<file path="config.mk">
export PLATFORM = sky130hd
export DESIGN_NAME = alu_issue
export DESIGN_NICKNAME = d
export VERILOG_FILES = /design/src/rtl/alu_issue.sv
export SDC_FILE = /design/constraint.sdc
export NUM_CORES = 1
export LEC_CHECK = 0
export ABC_AREA = 0
export BUFFER_PORTS_ARGS = -buffer_cell sky130_fd_sc_hd__buf_4
export CORE_ASPECT_RATIO = 0.7
export CORE_MARGIN = 1.5
export CORE_UTILIZATION = 53
export CTS_CLUSTER_DIAMETER = 100
export CTS_CLUSTER_SIZE = 14
export DETAILED_ROUTE_END_ITERATION = 6
export GPL_TIMING_DRIVEN = 0
export HOLD_SLACK_MARGIN = 0.08
export PLACE_DENSITY = 0.8
export SYNTH_ARGS = -nofsm -noshare
export SYNTH_HDL_FRONTEND = slang
export SYNTH_SLANG_ARGS = --single-unit
</file>
<file path="constraint.sdc">
create_clock -name clk -period 2 [get_ports clk]
set_clock_uncertainty 0.05 [all_clocks]
set_input_delay 0.4 -clock clk [delete_from_list [all_inputs] [get_ports clk]]
set_output_delay 0.4 -clock clk [all_outputs]
set_load 0.02 [all_outputs]
</file>
<file path="src/rtl/alu_issue.sv">
// RV32I OP / OP-IMM issue stage.
// Decodes an instruction on acceptance and hands the decoded operand
// payload to the arithmetic unit through an output register backed by a
// single skid register. in_ready is a flop, so it never depends
// combinationally on out_ready.
module alu_issue #(
    parameter int DATA_WIDTH = 32
) (
    input  logic                  clk,
    input  logic                  rst,
    input  logic                  in_valid,
    output logic                  in_ready,
    input  logic [31:0]           instr,
    input  logic [DATA_WIDTH-1:0] rs1_val,
    input  logic [DATA_WIDTH-1:0] rs2_val,
    output logic                  out_valid,
    input  logic                  out_ready,
    output logic [DATA_WIDTH-1:0] lhs,
    output logic [DATA_WIDTH-1:0] rhs,
    output logic [2:0]            operation,
    output logic [6:0]            metadata,
    output logic [4:0]            rd,
    output logic                  illegal
);

    // Payload layout: {illegal, rd, metadata, operation, rhs, lhs}
    localparam int PW = 2 * DATA_WIDTH + 16;

    localparam logic [6:0] OPC_OP     = 7'h33;
    localparam logic [6:0] OPC_OP_IMM = 7'h13;
    localparam logic [6:0] F7_ZERO    = 7'h00;
    localparam logic [6:0] F7_ALT     = 7'h20;

    logic [6:0] opcode;
    logic [2:0] funct3;
    logic [6:0] funct7;

    assign opcode = instr[6:0];
    assign funct3 = instr[14:12];
    assign funct7 = instr[31:25];

    // The rs1 field selects rs1_val upstream; it is not needed here.
    logic unused_rs1_field;
    assign unused_rs1_field = ^instr[19:15];

    logic [DATA_WIDTH-1:0] dec_lhs;
    logic [DATA_WIDTH-1:0] dec_rhs;
    logic [2:0]            dec_op;
    logic [6:0]            dec_meta;
    logic                  dec_legal;
    logic [PW-1:0]         dec_payload;

    // Decode the offered instruction into operands and legality.
    always_comb begin
        dec_lhs   = '0;
        dec_rhs   = '0;
        dec_op    = '0;
        dec_meta  = '0;
        dec_legal = 1'b0;
        case (opcode)
            OPC_OP: begin
                dec_lhs   = rs1_val;
                dec_rhs   = rs2_val;
                dec_op    = funct3;
                dec_meta  = funct7;
                dec_legal = (funct7 == F7_ZERO) ||
                            ((funct7 == F7_ALT) && ((funct3 == 3'd0) || (funct3 == 3'd5)));
            end
            OPC_OP_IMM: begin
                dec_lhs = rs1_val;
                dec_op  = funct3;
                if ((funct3 == 3'd1) || (funct3 == 3'd5)) begin
                    // Shifts: 5-bit shamt, funct7 distinguishes logical/arithmetic.
                    dec_rhs   = {{(DATA_WIDTH-5){1'b0}}, instr[24:20]};
                    dec_meta  = funct7;
                    dec_legal = (funct7 == F7_ZERO) ||
                                ((funct7 == F7_ALT) && (funct3 == 3'd5));
                end else begin
                    dec_rhs   = {{(DATA_WIDTH-12){instr[31]}}, instr[31:20]};
                    dec_meta  = F7_ZERO;
                    dec_legal = 1'b1;
                end
            end
            default: dec_legal = 1'b0;
        endcase

        // Illegal payloads carry a neutral operation so downstream never
        // sees an unsupported {operation, metadata} pair.
        if (dec_legal) begin
            dec_payload = {1'b0, instr[11:7], dec_meta, dec_op, dec_rhs, dec_lhs};
        end else begin
            dec_payload = {1'b1, instr[11:7], 7'd0, 3'd0, {DATA_WIDTH{1'b0}}, {DATA_WIDTH{1'b0}}};
        end
    end

    logic [PW-1:0] out_q,  out_d;
    logic [PW-1:0] skid_q, skid_d;
    logic          out_valid_q,  out_valid_d;
    logic          skid_valid_q, skid_valid_d;
    logic          in_ready_q,   in_ready_d;

    logic accept;
    logic consume;

    assign accept  = in_valid && in_ready_q;
    assign consume = out_valid_q && out_ready;

    // Next-state for the output/skid pair.
    always_comb begin
        out_d        = out_q;
        skid_d       = skid_q;
        out_valid_d  = out_valid_q;
        skid_valid_d = skid_valid_q;
        if (skid_valid_q) begin
            // in_ready is low while the skid is occupied, so no accept here.
            if (out_ready) begin
                out_d        = skid_q;
                out_valid_d  = 1'b1;
                skid_valid_d = 1'b0;
            end
        end else if (accept) begin
            if (!out_valid_q || out_ready) begin
                out_d       = dec_payload;
                out_valid_d = 1'b1;
            end else begin
                skid_d       = dec_payload;
                skid_valid_d = 1'b1;
            end
        end else if (consume) begin
            out_valid_d = 1'b0;
        end
        in_ready_d = !skid_valid_d;
    end

    // State registers; reset empties both stages and holds in_ready low.
    always_ff @(posedge clk or negedge rst) begin
        if (!rst) begin
            out_q        <= '0;
            skid_q       <= '0;
            out_valid_q  <= 1'b0;
            skid_valid_q <= 1'b0;
            in_ready_q   <= 1'b0;
        end else begin
            out_q        <= out_d;
            skid_q       <= skid_d;
            out_valid_q  <= out_valid_d;
            skid_valid_q <= skid_valid_d;
            in_ready_q   <= in_ready_d;
        end
    end

    assign in_ready  = in_ready_q;
    assign out_valid = out_valid_q;
    assign {illegal, rd, metadata, operation, rhs, lhs} = out_q;

endmodule

</file>
# [Word level (Yosys, flattened, before mapping)]
# Cells that the tools add are included.
[op_classes] n_eq_ne=7 mux=22 n_bitwise=2 reduce_logical=20
[op_table] operator="80-bit 2-to-1 mux" n=5
[op_table] operator="32-bit 2-to-1 mux" n=2
[op_table] operator="32-bit case mux with 2 select lines" n=1
[op_table] operator="7-bit by 6-bit equality test with 1-bit output (second input constant)" n=2
[op_table] operator="7-bit case mux with 2 select lines" n=1
[op_table] operator="1-bit 2-to-1 mux" n=10
[op_table] operator="3-bit AND reduction" n=3
[op_table] operator="7-bit by 5-bit equality test with 1-bit output (second input constant)" n=1
[op_table] operator="7-bit logical NOT" n=1
[op_table] operator="7-bit 2-to-1 mux" n=1
[op_table] operator="1-bit logical OR" n=5
[op_table] operator="1-bit logical AND" n=4
[op_table] operator="2-bit nonzero test" n=2
[op_table] operator="3-bit by 1-bit equality test with 1-bit output (second input constant)" n=1
[op_table] operator="3-bit equality test (second input constant)" n=1
[op_table] operator="3-bit logical NOT" n=1
[op_table] operator="3-bit 2-to-1 mux" n=1
[op_table] operator="3-bit by 2-bit inequality test with 1-bit output (second input constant)" n=1
[op_table] operator="3-bit nonzero test" n=1
[op_table] operator="1-bit logical NOT" n=2
[op_table] operator="2-bit inequality test (second input constant)" n=1
[op_table] operator="1-bit NOT" n=2
[op_table] operator="1-bit case mux with 2 select lines" n=1
[op_table] operator="2-bit OR reduction" n=1
[totals] regBits=163 input_bits=100 output_inout_bits=82 wordCells=56

# [Logic depth before layout (Yosys ltp)]
# Gate-level depths: netlist of run 1.
[logic_depth] ltp_word=9 mapped_depth=8 mapped_depth_nobuf=5

# [Least setup slack after synthesis of run 1]
# No wires, ideal clock.
[synth_path] path_type="input port to flip-flop" from="in instr[5]" to="reg out_q[72]" setup_time_ns=0.125 t_arrival_ns=1.519 t_required_ns=1.825 path_slack_ns=0.306 stages=8 path_buffers=3 path_cell_list="buf_2 -> inv_1 -> o21ai_1 -> a31oi_2 -> o211ai_2 -> buf_2 -> buf_4 -> o21ai_1"
[synth_between] elab_chain_len=6 elab_cells_between_ends=8
[synth_rtl] item="from (decl)" line="13" source="input logic [31:0] instr,"
[synth_rtl] item="7-bit by 5-bit equality test with 1-bit output / 7-bit by 6-bit equality test with 1-bit output (equally long branches)" line="60" source="case (opcode)"
[synth_rtl] item="7-bit case mux with 2 select lines / 1-bit case mux with 2 select lines (equally long branches)" line="60"
[synth_rtl] item="80-bit 2-to-1 mux (*)" line="89" source="if (dec_legal) begin"
[synth_rtl] item="80-bit 2-to-1 mux (*)" line="122" source="if (!out_valid_q || out_ready) begin"
[synth_rtl] item="80-bit 2-to-1 mux (*)" line="121" source="end else if (accept) begin"
[synth_rtl] item="80-bit 2-to-1 mux (*)" line="114" source="if (skid_valid_q) begin"
[synth_rtl] item="to (signal assigned)" line="144" source="out_q <= out_d;"
[synth_rtl] item="to (decl)" line="96" source="logic [PW-1:0] out_q, out_d;"
# Mark *: on every way between the ends. The rest lies on a longest branch, timed or not. The select of a mux whose other input is x is not followed.
# A chain may end at the register's enable or synchronous reset.

# [Worst setup path after layout of run 1]
[layout_path] from="reg skid_valid_q" to="reg out_q[37]"
[layout_between] elab_chain_len=2 elab_cells_between_ends=5
[layout_rtl] item="from (decl)" line="99" source="logic skid_valid_q, skid_valid_d;"
[layout_rtl] item="from (signal assigned)" line="147" source="skid_valid_q <= skid_valid_d;"
[layout_rtl] item="2-bit inequality test (no source line) / 2-bit nonzero test (equally long branches)"
[layout_rtl] item="3-bit AND reduction (no source line)"
# Several ways; a longest one is shown, not always the timed one.

==> results of run 1 <==
==> cells by family (layout without fill, tap and decap cells) <==
logic type / after synthesis / count (layout) / synth area share (%)
compound gates: 245 / 245 / 22.29
simple gates: 182 / 182 / 12.45
flops: 163 / 163 / 56.69
buf+inv: 101 / 309 / 6.242
mux: 16 / 16 / 2.330
==> worst min path at each step <==
| stage | startpoint | to | slack [ns] | depth (start not counted) |
|---|---|---|---|---|
| global placement | skid_q[33]$_DFFE_PN0P_ | skid_q[33]$_DFFE_PN0P_ | 0.40 | 2 |
| finish | instr[10] | skid_q[77]$_DFFE_PN0P_ | 0.17 | 2 |
| CTS | instr[9] | skid_q[76]$_DFFE_PN0P_ | 0.16 | 2 |
| floorplan | rst | in_ready$_DFF_PN0_ | 0.05 | 0 |
| detailed placement | rst | out_q[47]$_DFFE_PN0P_ | 0.24 | 1 |
| global route | instr[9] | skid_q[76]$_DFFE_PN0P_ | 0.15 | 2 |
==> power groups by stage <==
stage	logic, mW	clock network (mW)	registers, mW
after floorplan	0.570	0	3.69
after CTS	1.29	3.58	3.53
after global routing	1.42	3.76	3.55
after global placement	1.26	0	3.59
final	1.30	3.57	3.54
after detailed placement	1.28	0	3.59
==> sequential cells by signal, indices dropped and copies added, names as in the netlist <==
register,count
in_ready,1
out_q,80
out_valid,1
skid_q,80
skid_valid_q,1
==> routing by layer <==
| layer | routed length [microns] | GRT usage (%) | part of all wire, % |
|---|---|---|---|
| met5 | 0 | 0 | 0 |
| met4 | 247 | 8.168 | 1.3 |
| met3 | 1025 | 5.321 | 5.3 |
| met2 | 8904 | 43.53 | 46 |
| met1 | 9023 | 40.78 | 47 |
==> cell usage in the layout, fill, tap and decap left out, types with 3 or more instances in the layout <==
| master | instances |
|---|---|
| sky130_fd_sc_hd__nor2_1 | 3 |
| sky130_fd_sc_hd__dfrtp_1 | 163 |
| sky130_fd_sc_hd__inv_6 | 3 |
| sky130_fd_sc_hd__o31ai_2 | 35 |
| sky130_fd_sc_hd__o31ai_1 | 33 |
| sky130_fd_sc_hd__o21ai_1 | 15 |
| sky130_fd_sc_hd__a21oi_1 | 93 |
| sky130_fd_sc_hd__nand2_1 | 90 |
| sky130_fd_sc_hd__inv_1 | 38 |
| sky130_fd_sc_hd__buf_2 | 17 |
| sky130_fd_sc_hd__and2_1 | 6 |
| sky130_fd_sc_hd__clkbuf_2 | 7 |
| sky130_fd_sc_hd__bufinv_16 | 5 |
| sky130_fd_sc_hd__nand3_1 | 7 |
| sky130_fd_sc_hd__mux2i_1 | 10 |
| sky130_fd_sc_hd__o21ai_0 | 61 |
| sky130_fd_sc_hd__clkbuf_1 | 33 |
| sky130_fd_sc_hd__mux2_2 | 5 |
| sky130_fd_sc_hd__clkbuf_16 | 17 |
| sky130_fd_sc_hd__buf_6 | 6 |
| sky130_fd_sc_hd__and3_1 | 68 |
| sky130_fd_sc_hd__buf_4 | 175 |
==> through the flow <==
stage / setup TNS [ns] / worst slack (ns) / utilization [%] / instances / area (sq um)
after floorplan: 0 / 0.3064 / - / 707 / 7196
after global placement: -69.49 / -0.3577 / 66.09 / 1067 / 8741
after detailed placement: -11.23 / -0.2066 / 66.36 / 1068 / 8776
after CTS: 0 / 0.02165 / 71.25 / 1100 / 9423
after global routing: 0 / 0.03123 / 71.37 / 1100 / 9439
final: 0 / 0.1520 / 71.37 / 1100 / 9439
==> worst reg2reg max path: stages (launching register included) <==
cell and delay [ns]:
sky130_fd_sc_hd__dfrtp_1 0.40, sky130_fd_sc_hd__clkbuf_1 0.49, sky130_fd_sc_hd__clkbuf_1 0.40, sky130_fd_sc_hd__and3_1 0.25, sky130_fd_sc_hd__a21oi_1 0.05, sky130_fd_sc_hd__o21ai_0 0.12
==> final cells by class <==
cell class	instances	area (sq um)	share of cell area [%]
clock buffer	19	432.9	4.586
tap	185	231.5	2.452
buffer	63	315.3	3.340
sequential	163	4079	43.21
timing repair buffer	177	1359	14.40
multi-input combinational	443	2676	28.35
inverter	38	142.6	1.511
clock inverter	12	202.7	2.147
==> cells in the mapped netlist, types with 2 or more instances <==
cell and n:
sky130_fd_sc_hd__nand2_1 90, sky130_fd_sc_hd__dfrtp_1 163, sky130_fd_sc_hd__inv_1 38, sky130_fd_sc_hd__o31ai_1 33, sky130_fd_sc_hd__o21ai_0 61, sky130_fd_sc_hd__o21ai_1 15, sky130_fd_sc_hd__nand3_1 7, sky130_fd_sc_hd__a22oi_1 2
sky130_fd_sc_hd__mux2i_1 10, sky130_fd_sc_hd__o31ai_2 35, sky130_fd_sc_hd__buf_2 17, sky130_fd_sc_hd__and3_1 68, sky130_fd_sc_hd__mux2_2 5, sky130_fd_sc_hd__nor2_1 4, sky130_fd_sc_hd__clkbuf_1 37, sky130_fd_sc_hd__buf_6 6
sky130_fd_sc_hd__buf_1 2, sky130_fd_sc_hd__and2_1 6, sky130_fd_sc_hd__a21oi_1 93
==> repair_timing <==
item,4_1_cts,5_1_grt
endpoints found under the hold margin,36,0
resized for setup,1,13
setup endpoints to repair,1,71
cloned,0,0
hold buffers,1,0
==> impl_metrics.tcl, run 1 <==
set metrics [dict create \
    r2r_setup_slack_ns 0.15 \
    synth_top_cell_area_share_pct 56.69 \
    placement.io_buffers 175 \
    antenna_found_initial 0 \
    cp.required_ns 2.27 \
    detailedPlacementHpwl_microns 13320 \
    grt_pass1_wl_microns 31060 \
    type_of_the_worst_min_delay_path "in2reg" \
    sequentialPowerShare_pct 42.1 \
    cts_buffer_depth 2 \
    crit_path_start "skid_valid_q$_DFF_PN0_" \
    number_of_max_slew_violations_in_the_final_report 0 \
    ys_seq_area_share_pct 56.69 \
    timing.setup.critical_path_class "reg2reg" \
    yosysTopAreaCell "sky130_fd_sc_hd__dfrtp_1" \
    cpMaxStageDelayCell "sky130_fd_sc_hd__clkbuf_1" \
    post_cts_buffers 0 \
    p_sw_share_pct 27.14 \
    worst_r2r_startpoint "skid_valid_q$_DFF_PN0_" \
    drv.max_cap_violation_count 0 \
    placeableCoreArea_sq_um 13230 \
    path_buf_inv 2 \
    gr-total-overflow 0 \
    drt-total-wl_microns 19200 \
    clk_pin_slew_ns 0.07 \
    post_synth_inst_count 707 \
    design.die.area_sq_um 14300 \
    fill_cells 1040 \
    dominantRegCellSynth "sky130_fd_sc_hd__dfrtp_1" \
    r2r-end "out_q[37]$_DFFE_PN0P_" \
    status "complete, no violations" \
    power.share.combinational_pct 15.4 \
    worst_setup_path_endpoint "out_q[37]$_DFFE_PN0P_" \
    power.share.clock_pct 42.5 \
    power.ir.vdd_worst_mv 0.7772 \
    drt-wirelength-per-cell_microns 17.45 \
    chipWidth_microns 142.3 \
    die_span_in_y_microns 100.5 \
    post_synth_main_area_contributors "sky130_fd_sc_hd__dfrtp_1 (57%), sky130_fd_sc_hd__a21oi_1 (6.5%), sky130_fd_sc_hd__o31ai_2 (6.1%), sky130_fd_sc_hd__and3_1 (5.9%), sky130_fd_sc_hd__nand2_1 (4.7%)" \
    p_leak_nw 4.869 \
    ctsHtreeMaxLevel 4 \
    slew_headroom_pct 58.87 \
    gp_routability_congestion 0.8265 \
    ios 182 \
    finalWorstPathRequiredPeriod_ns 1.848 \
    clock_tree.root_cell "sky130_fd_sc_hd__clkbuf_16" \
    yosysUniqueCellTypes 34 \
    crit_path_cell_trace "clkbuf_1, clkbuf_1, and3_1, a21oi_1, o21ai_0" \
    mappedNetlistNets 807 \
    clkLatencyLatePin_ns 0.42 \
    crit_path_frequent_cell "sky130_fd_sc_hd__clkbuf_1" \
    timing.final.setup_violations 0 \
    cts_num_sinks 163 \
    synth.ff_latch_count 163 \
    synth_edf_count 0 \
    initial_utilization_pct 54.41 \
    first_pass_iters 6 \
    holdWs_ns 0.1653 \
    tightest_slew_ns 0.6169 \
    total_vias_in_the_final_route 6142 \
    share_of_cells_above_drive_strength_1_pct 30.71 \
    drcViolationCount 0 \
    rsz0062_at_grt "no" \
    startpoint_type "register" \
    ff2ff_path_depth 5 \
    critPathMaxStageDelay_ns 0.48 \
    tritoncts_clock_tree "done" \
    path_delay_family "buffers and inverters" \
    timing.final.crit_share_pct 92.40 \
    first_global_vias 6024 \
    total_power_mw 8.406 \
    cts-buffers-inserted 17 \
    areaGrowthSynthToFinish_pct 31.18 \
    viasPerCell 5.584 \
    ant_nets 0 \
    critical_path_depth 5 \
    async_reset_ff_share_pct 100.0 \
    yosysWarningCount 0 \
    gr-usage-all-layers_pct 28.10 \
    critPathCaptureType "register" \
    row_count 35 \
    maxClockFrequency_ghz 0.5411 \
    drt_iter0_drc 471 \
    netSwitchingPower_mw 2.282 \
    num-nets-final 1003 \
    n_antenna_cell 0 \
    grt_max_degree 128 \
    finalHoldViolCount 0 \
    post_synth.cell_area_avg_sq_um 10.18 \
    critPathArrivalTime_ns 2.12 \
    synth_area_sq_um 7196 \
    cell_internal_pwr_mw 6.124 \
    path_max_fanout 10 \
    power.density_cell_area_nw_per_um2 890.6 \
]
(Power assumes the default switching activity.)
==> run 2: changes to the inputs <==
ABC_AREA = 1   (was 0)
CORE_UTILIZATION = 49   (was 53)
PLACE_DENSITY = 0.77   (was 0.8)
SKIP_CTS_REPAIR_TIMING = 1   (was not set)
clock period = 1.5 ns   (was 2 ns; I/O delays follow)
==> run 2 against run 1 <==
The run now ends with setup timing left. Critical path depth is 3 higher. Area after synthesis is 9.3% higher. Global-route usage is 1.1 points lower. Combinational power grew to 5.2 times the previous value. Design area is 13% higher. Sequential cell count stayed put. Utilization is 2.8 points lower. Sequential power is 68% higher. Clock power is 30% higher. Non-clock buffer count is 21 higher. Sequential share of layout area is 5.1 points lower. Critical path type unchanged. Highest routed layer unchanged.
==> impl_metrics.tcl, run 2 <==
set metrics [dict create \
    status "finished with violations" \
    failed_checks "setup timing" \
    synth_area_sq_um 7864 \
    total_vias_in_the_final_route 7697 \
    finalHoldViolCount 0 \
    drcViolationCount 0 \
    clock_tree.root_cell "sky130_fd_sc_hd__clkbuf_16" \
    gr-usage-all-layers_pct 27.00 \
    die_span_in_y_microns 109.0 \
    holdWs_ns 0.1074 \
    yosys.cell_count.top_type "sky130_fd_sc_hd__nand2_1" \
    timing.final.crit_share_pct 104.1 \
    placement.setup.worst_slack_ns -0.8073 \
    setup_total_negative_slack_ns -1.712 \
    yosysWarningCount 0 \
    drv.max_cap_violation_count 0 \
    detailedPlacementHpwl_microns 15030 \
    n_antenna_cell 0 \
    antenna_found_initial 0 \
    row_count 38 \
    async_reset_ff_share_pct 100.0 \
    chipWidth_microns 154.4 \
    yosysTopAreaCell "sky130_fd_sc_hd__dfrtp_1" \
    synth_edf_count 0 \
    first_global_vias 7151 \
    areaGrowthSynthToFinish_pct 35.94 \
    fin_util_pct 68.55 \
    power.density_cell_area_nw_per_um2 1623 \
    tritoncts_clock_tree "done" \
    synth_compound_gate_area_share_pct 6.205 \
    grt_pass1_wl_microns 35400 \
    cts-buffers-inserted 17 \
    ys_seq_area_share_pct 51.87 \
    path_max_fanout 10 \
    synth_top_cell_area_share_pct 51.87 \
    yosys.area_share.xor_xnor_pct 0 \
    p_leak_nw 6.227 \
    tightest_slew_ns 0.7195 \
    mappedNetlistNets 1202 \
    post_synth_main_area_contributors "sky130_fd_sc_hd__dfrtp_1 (52%), sky130_fd_sc_hd__nand2_1 (25%), sky130_fd_sc_hd__nor2_1 (9.1%), sky130_fd_sc_hd__o21ai_0 (4.8%), sky130_fd_sc_hd__inv_1 (2.5%)" \
    min_from "instr[10]" \
    cts_num_sinks 163 \
    rsz0062_at_grt "yes" \
    slew_headroom_pct 52.03 \
    cts_buffer_depth 2 \
    reg_top3 "out_q: 80 flops, skid_q: 80 flops" \
    crit_path_start "skid_valid_q$_DFF_PN0_" \
    timing.setup.critical_path_class "reg2reg" \
    post_synth_inst_count 1102 \
    cp.required_ns 1.75 \
    number_of_max_slew_violations_in_the_final_report 0 \
    synth.area.mux_share_pct 0 \
    gp_routability_congestion 0.8493 \
    synthSimpleGateAreaFrac_pct 35.50 \
    clkLatencyLatePin_ns 0.44 \
    first_pass_iters 6 \
    critPathArrivalTime_ns 1.82 \
    share_of_cells_above_drive_strength_1_pct 27.11 \
    yosysUniqueCellTypes 20 \
    power.ir.vdd_worst_mv 0.8980 \
    dominantRegCellSynth "sky130_fd_sc_hd__dfrtp_1" \
    num-nets-final 1415 \
    worst_r2r_startpoint "skid_valid_q$_DFF_PN0_" \
    maxClockFrequency_ghz 0.6402 \
    post_synth.cell_area_avg_sq_um 7.136 \
    initial_utilization_pct 50.43 \
    ios 182 \
    gr-total-overflow 0 \
    ant_nets 0 \
    type_of_the_worst_min_delay_path "in2reg" \
    timing.final.setup_violations 79 \
    synth.ff_latch_count 163 \
    synth_adder_area_share_pct 0 \
    fill_cells 1323 \
    grt_max_degree 121 \
    design.die.area_sq_um 16830 \
    postLayoutSetupSlackWorst_ns -0.06204 \
    synth_top_cells_by_count "sky130_fd_sc_hd__nand2_1 (519), sky130_fd_sc_hd__nor2_1 (191), sky130_fd_sc_hd__dfrtp_1 (163)" \
    startpoint_type "register" \
    synth_top_family_by_area "simple AND/OR/NAND/NOR gates" \
    placement.io_buffers 176 \
    placeableCoreArea_sq_um 15600 \
    drt-total-wl_microns 22330 \
    drt-wirelength-per-cell_microns 14.62 \
    finalWorstPathRequiredPeriod_ns 1.562 \
    clk_pin_slew_ns 0.07 \
    ctsHtreeMaxLevel 4 \
    viasPerCell 5.037 \
    drt_iter0_drc 551 \
    layout_commonest_cell "sky130_fd_sc_hd__nand2_1" \
    layout_common_cells "sky130_fd_sc_hd__nand2_1 (507), sky130_fd_sc_hd__buf_4 (204), sky130_fd_sc_hd__dfrtp_1 (163)" \
    critPathCaptureType "register" \
]
[run 2: changes by cell type after synthesis, moves of 15 or more]
cell,previous run,this run
sky130_fd_sc_hd__o21ai_0,61,76
sky130_fd_sc_hd__and3_1,68,0
sky130_fd_sc_hd__nor2_1,4,191
sky130_fd_sc_hd__nand2_1,90,519
sky130_fd_sc_hd__inv_1,38,53
sky130_fd_sc_hd__o31ai_2,35,0
sky130_fd_sc_hd__o31ai_1,33,6
sky130_fd_sc_hd__a21oi_1,93,2
[run 2: cell families (layout without fill, tap and decap cells)]
group	count (synthesis)	after routing
AOI/OAI and AO/OA	94	94
buffers and inverters	120	346
DFF	163	163
and+or+nand+nor	725	725
[run 2: power by group]
part           leakage (nW)  internal [mW]  switching [mW]
clock                 0.307           2.67            1.97
sequential             2.21           5.38           0.584
combinational          3.71           2.74            4.00
total                  6.23           10.8            6.55
[run 2: area by class of cell]
type,count,area (sq um),area share [%]
timing repair buffer,194,1508,14.10
clock buffer,17,425.4,3.979
tap,200,250.2,2.341
buffer,67,548.0,5.126
inverter,53,202.7,1.896
clock inverter,15,192.7,1.802
sequential,163,4079,38.16
multi-input combinational,819,3485,32.60
[run 2: worst paths after layout]
path                                     endpoint  slack (ns)  depth (start not counted)
min                        skid_q[77]$_DFFE_PN0P_        0.11                          3
min reg2reg                 out_q[17]$_DFFE_PN0P_        0.43                          2
max reg2reg                 out_q[70]$_DFFE_PN0P_       -0.06                          8
max                         out_q[70]$_DFFE_PN0P_       -0.06                          8
min in group asynchronous   out_q[52]$_DFFE_PN0P_        0.29                          2
max in group asynchronous   out_q[50]$_DFFE_PN0P_        0.13                          3
[run 2: through the flow]
stage	power, mW	area, sq um	std cells
2_1_floorplan	9.296	7896	1102
3_3_place_gp	11.75	9468	1478
3_5_place_dp	11.86	9503	1479
4_1_cts	16.55	10120	1511
5_1_grt	18.31	10690	1528
6_report	17.35	10690	1528
[run 2: layer usage]
metal,vias up,track usage [%],routed length (microns),share of wire (%)
met4,0,8.516,367,1.6
met2,285,41.70,10180,46
met1,3612,38.94,10330,46
met3,28,4.928,1451,6.5
met5,-,0,0,0
li1,3772,-,-,-
[run 2: worst max-delay path, stage by stage (launching register included)]
cell and delay (ns):
sky130_fd_sc_hd__dfrtp_1 0.41, sky130_fd_sc_hd__inv_2 0.08, sky130_fd_sc_hd__buf_12 0.14, sky130_fd_sc_hd__a21oi_4 0.18, sky130_fd_sc_hd__nand2_4 0.10, sky130_fd_sc_hd__buf_12 0.16
sky130_fd_sc_hd__buf_4 0.17, sky130_fd_sc_hd__nand2_1 0.08, sky130_fd_sc_hd__o31ai_2 0.06
==> run 3: changes to the inputs <==
--- a/config.mk
+++ b/config.mk
@@ -11,3 +11,3 @@
 export CORE_MARGIN = 1.5
-export CORE_UTILIZATION = 49
+export CORE_UTILIZATION = 54
 export CTS_CLUSTER_DIAMETER = 100
@@ -17,3 +17,3 @@
 export HOLD_SLACK_MARGIN = 0.08
-export PLACE_DENSITY = 0.77
+export PLACE_DENSITY = 0.8
 export SKIP_CTS_REPAIR_TIMING = 1
==> constraint.sdc (replaced) <==
create_clock -name clk -period 1.6 [get_ports clk]
set_clock_uncertainty 0.05 [all_clocks]
set_input_delay 0.16 -clock clk [delete_from_list [all_inputs] [get_ports clk]]
set_output_delay 0.16 -clock clk [all_outputs]
set_load 0.02 [all_outputs]
==> run 3 against run 2 <==
The run ends with DRC, setup timing left. Global-route usage is 1.4 points higher. First-iteration DRC count is 6.2% higher. Via count is 1.1% higher. Clock power is 13% lower. Largest power group unchanged. Critical endpoint is now out_q[21]$_DFFE_PN0P_.
==> impl_metrics.tcl, run 3 (synthesized netlist as in run 2, its figures left out) <==
set metrics [dict create \
    drt-total-wl_microns 22630 \
    place_inst 1469 \
    power.share.clock_pct 24.9 \
    clk_pin_slew_ns 0.07 \
    placeableCoreArea_sq_um 14050 \
    viasPerCell 5.108 \
    timing.final.crit_share_pct 103.0 \
    cts-buffers-inserted 17 \
    placement.io_buffers 176 \
    gr-usage-all-layers_pct 28.45 \
    startpoint_type "register" \
    antenna_found_initial 0 \
    die_span_in_y_microns 104.0 \
    chipWidth_microns 147.2 \
    drt-wirelength-per-cell_microns 14.85 \
    cp.required_ns 1.86 \
    clock_tree.root_cell "sky130_fd_sc_hd__clkbuf_16" \
    p_sw_share_pct 37.99 \
    first_global_vias 7134 \
    path_max_fanout 10 \
    ant_nets 0 \
    layout_commonest_cell "sky130_fd_sc_hd__nand2_1" \
    timing.setup.critical_path_class "reg2reg" \
    critPathArrivalTime_ns 1.91 \
    reg_top3 "out_q: 80 flops, skid_q: 80 flops" \
    power.share.combinational_pct 40.2 \
    drv.max_cap_violation_count 0 \
    timing.final.setup_violations 62 \
    share_of_cells_above_drive_strength_1_pct 25.19 \
    placed_area_sq_um 9460 \
    power.ir.vdd_worst_mv 0.7948 \
    row_count 36 \
    clkLatencyLatePin_ns 0.42 \
    setup_total_negative_slack_ns -1.250 \
    areaGrowthSynthToFinish_pct 36.91 \
    layout_common_cells "sky130_fd_sc_hd__nand2_1 (488), sky130_fd_sc_hd__buf_4 (191), sky130_fd_sc_hd__nor2_1 (179)" \
    tightest_slew_ns 0.6683 \
    grt_pass1_wl_microns 34830 \
    cell_internal_pwr_mw 10.08 \
    type_of_the_worst_min_delay_path "in2reg" \
    placement.setup.worst_slack_ns -0.6570 \
    finalHoldViolCount 0 \
    ctsHtreeMaxLevel 4 \
    ios 182 \
    fill_cells 1063 \
    slew_headroom_pct 55.45 \
    rsz0062_at_grt "yes" \
    gp_routability_congestion 0.8561 \
    total_vias_in_the_final_route 7784 \
    netSwitchingPower_mw 6.178 \
    failed_checks "DRC, setup timing" \
    final_cell_area_sq_um 10770 \
    drt_iter0_drc 585 \
    sequentialPowerShare_pct 35.0 \
    critPathCaptureType "register" \
    first_pass_iters 7 \
    num-nets-final 1422 \
    finalWorstPathRequiredPeriod_ns 1.647 \
    initial_utilization_pct 55.96 \
    p_leak_nw 6.267 \
    tritoncts_clock_tree "done" \
    drcViolationCount 3 \
    n_antenna_cell 0 \
    gr-total-overflow 0 \
    postLayoutSetupSlackWorst_ns -0.04744 \
    grt_max_degree 88 \
    layout.cells.non_filler 1524 \
    status "finished with violations" \
    detailedPlacementHpwl_microns 14750 \
    power.density_cell_area_nw_per_um2 1510 \
    number_of_max_slew_violations_in_the_final_report 0 \
    maxClockFrequency_ghz 0.6070 \
    cts_num_sinks 163 \
    cts_buffer_depth 2 \
    design.die.area_sq_um 15310 \
]
run 3: cell count changes in the layout (fill, tap and decap cells not counted), moves of 6 or more:
cell and change:
sky130_fd_sc_hd__nand2_1 -19, sky130_fd_sc_hd__nand2_2 +16, sky130_fd_sc_hd__clkbuf_1 +7, sky130_fd_sc_hd__o21ai_1 -6
sky130_fd_sc_hd__buf_4 -13, sky130_fd_sc_hd__nor2_2 -36, sky130_fd_sc_hd__dlygate4sd3_1 +11, sky130_fd_sc_hd__nor2_1 +34
run 3: critical path, cell delays in order (launching register included):
cell and delay, ns:
sky130_fd_sc_hd__dfrtp_1 0.43, sky130_fd_sc_hd__inv_2 0.10, sky130_fd_sc_hd__buf_8 0.15, sky130_fd_sc_hd__a21oi_4 0.18, sky130_fd_sc_hd__nand2_4 0.14, sky130_fd_sc_hd__clkbuf_16 0.22
sky130_fd_sc_hd__buf_6 0.15, sky130_fd_sc_hd__nand2_1 0.08, sky130_fd_sc_hd__nand2_1 0.05
run 3: power groups by stage:
stage / logic, mW / clock network [mW] / registers [mW]
6_report: 6.53 / 4.04 / 5.69
5_1_grt: 7.06 / 4.26 / 5.78
4_1_cts: 5.52 / 4.04 / 5.61
3_5_place_dp: 5.46 / 0 / 5.66
3_3_place_gp: 5.37 / 0 / 5.64
2_1_floorplan: 2.11 / 0 / 6.60
run 3: final timing paths:
path,from,to,slack [ns],cells after the start
max in group asynchronous,rst,skid_q[20]$_DFFE_PN0P_,0.43,3
hold / removal,rs1_val[17],skid_q[17]$_DFFE_PN0P_,0.05,5
min in group asynchronous,rst,out_q[48]$_DFFE_PN0P_,0.25,2
setup reg to reg,skid_valid_q$_DFF_PN0_,out_q[21]$_DFFE_PN0P_,-0.05,8
hold reg to reg,out_q[64]$_DFFE_PN0P_,out_q[64]$_DFFE_PN0P_,0.43,2
setup / recovery,skid_valid_q$_DFF_PN0_,out_q[21]$_DFFE_PN0P_,-0.05,8
run 3: metal layers:
layer  global-route usage, %  up-vias  wire, microns
met5                       0        -              0
met4                   7.500        0            323
met3                   5.132       32           1775
met2                   42.76      328          10220
met1                   42.55     3633          10310
li1                        -     3791              -
run 3: area by class of cell:
| cell class | instances | area (sq um) | share of cell area (%) |
|---|---|---|---|
| flip-flops and latches | 163 | 4079 | 37.88 |
| multi-input cells | 819 | 3477 | 32.30 |
| repair buffers | 201 | 1672 | 15.53 |
| plain buffers | 67 | 520.5 | 4.834 |
| clock buffers | 19 | 432.9 | 4.021 |
| well taps | 190 | 237.7 | 2.208 |
| inverters | 53 | 202.7 | 1.883 |
| clock inverters | 12 | 145.1 | 1.348 |
run 3: metrics by stage:
stage	hold slack, ns	util [%]	power [mW]
after detailed placement	0.1507	67.32	11.12
after floorplan	-0.1856	-	8.708
after global placement	0.4143	67.07	11.01
after global routing	0.08290	76.61	17.11
after CTS	-0.2929	71.43	15.17
final	0.04801	76.61	16.26
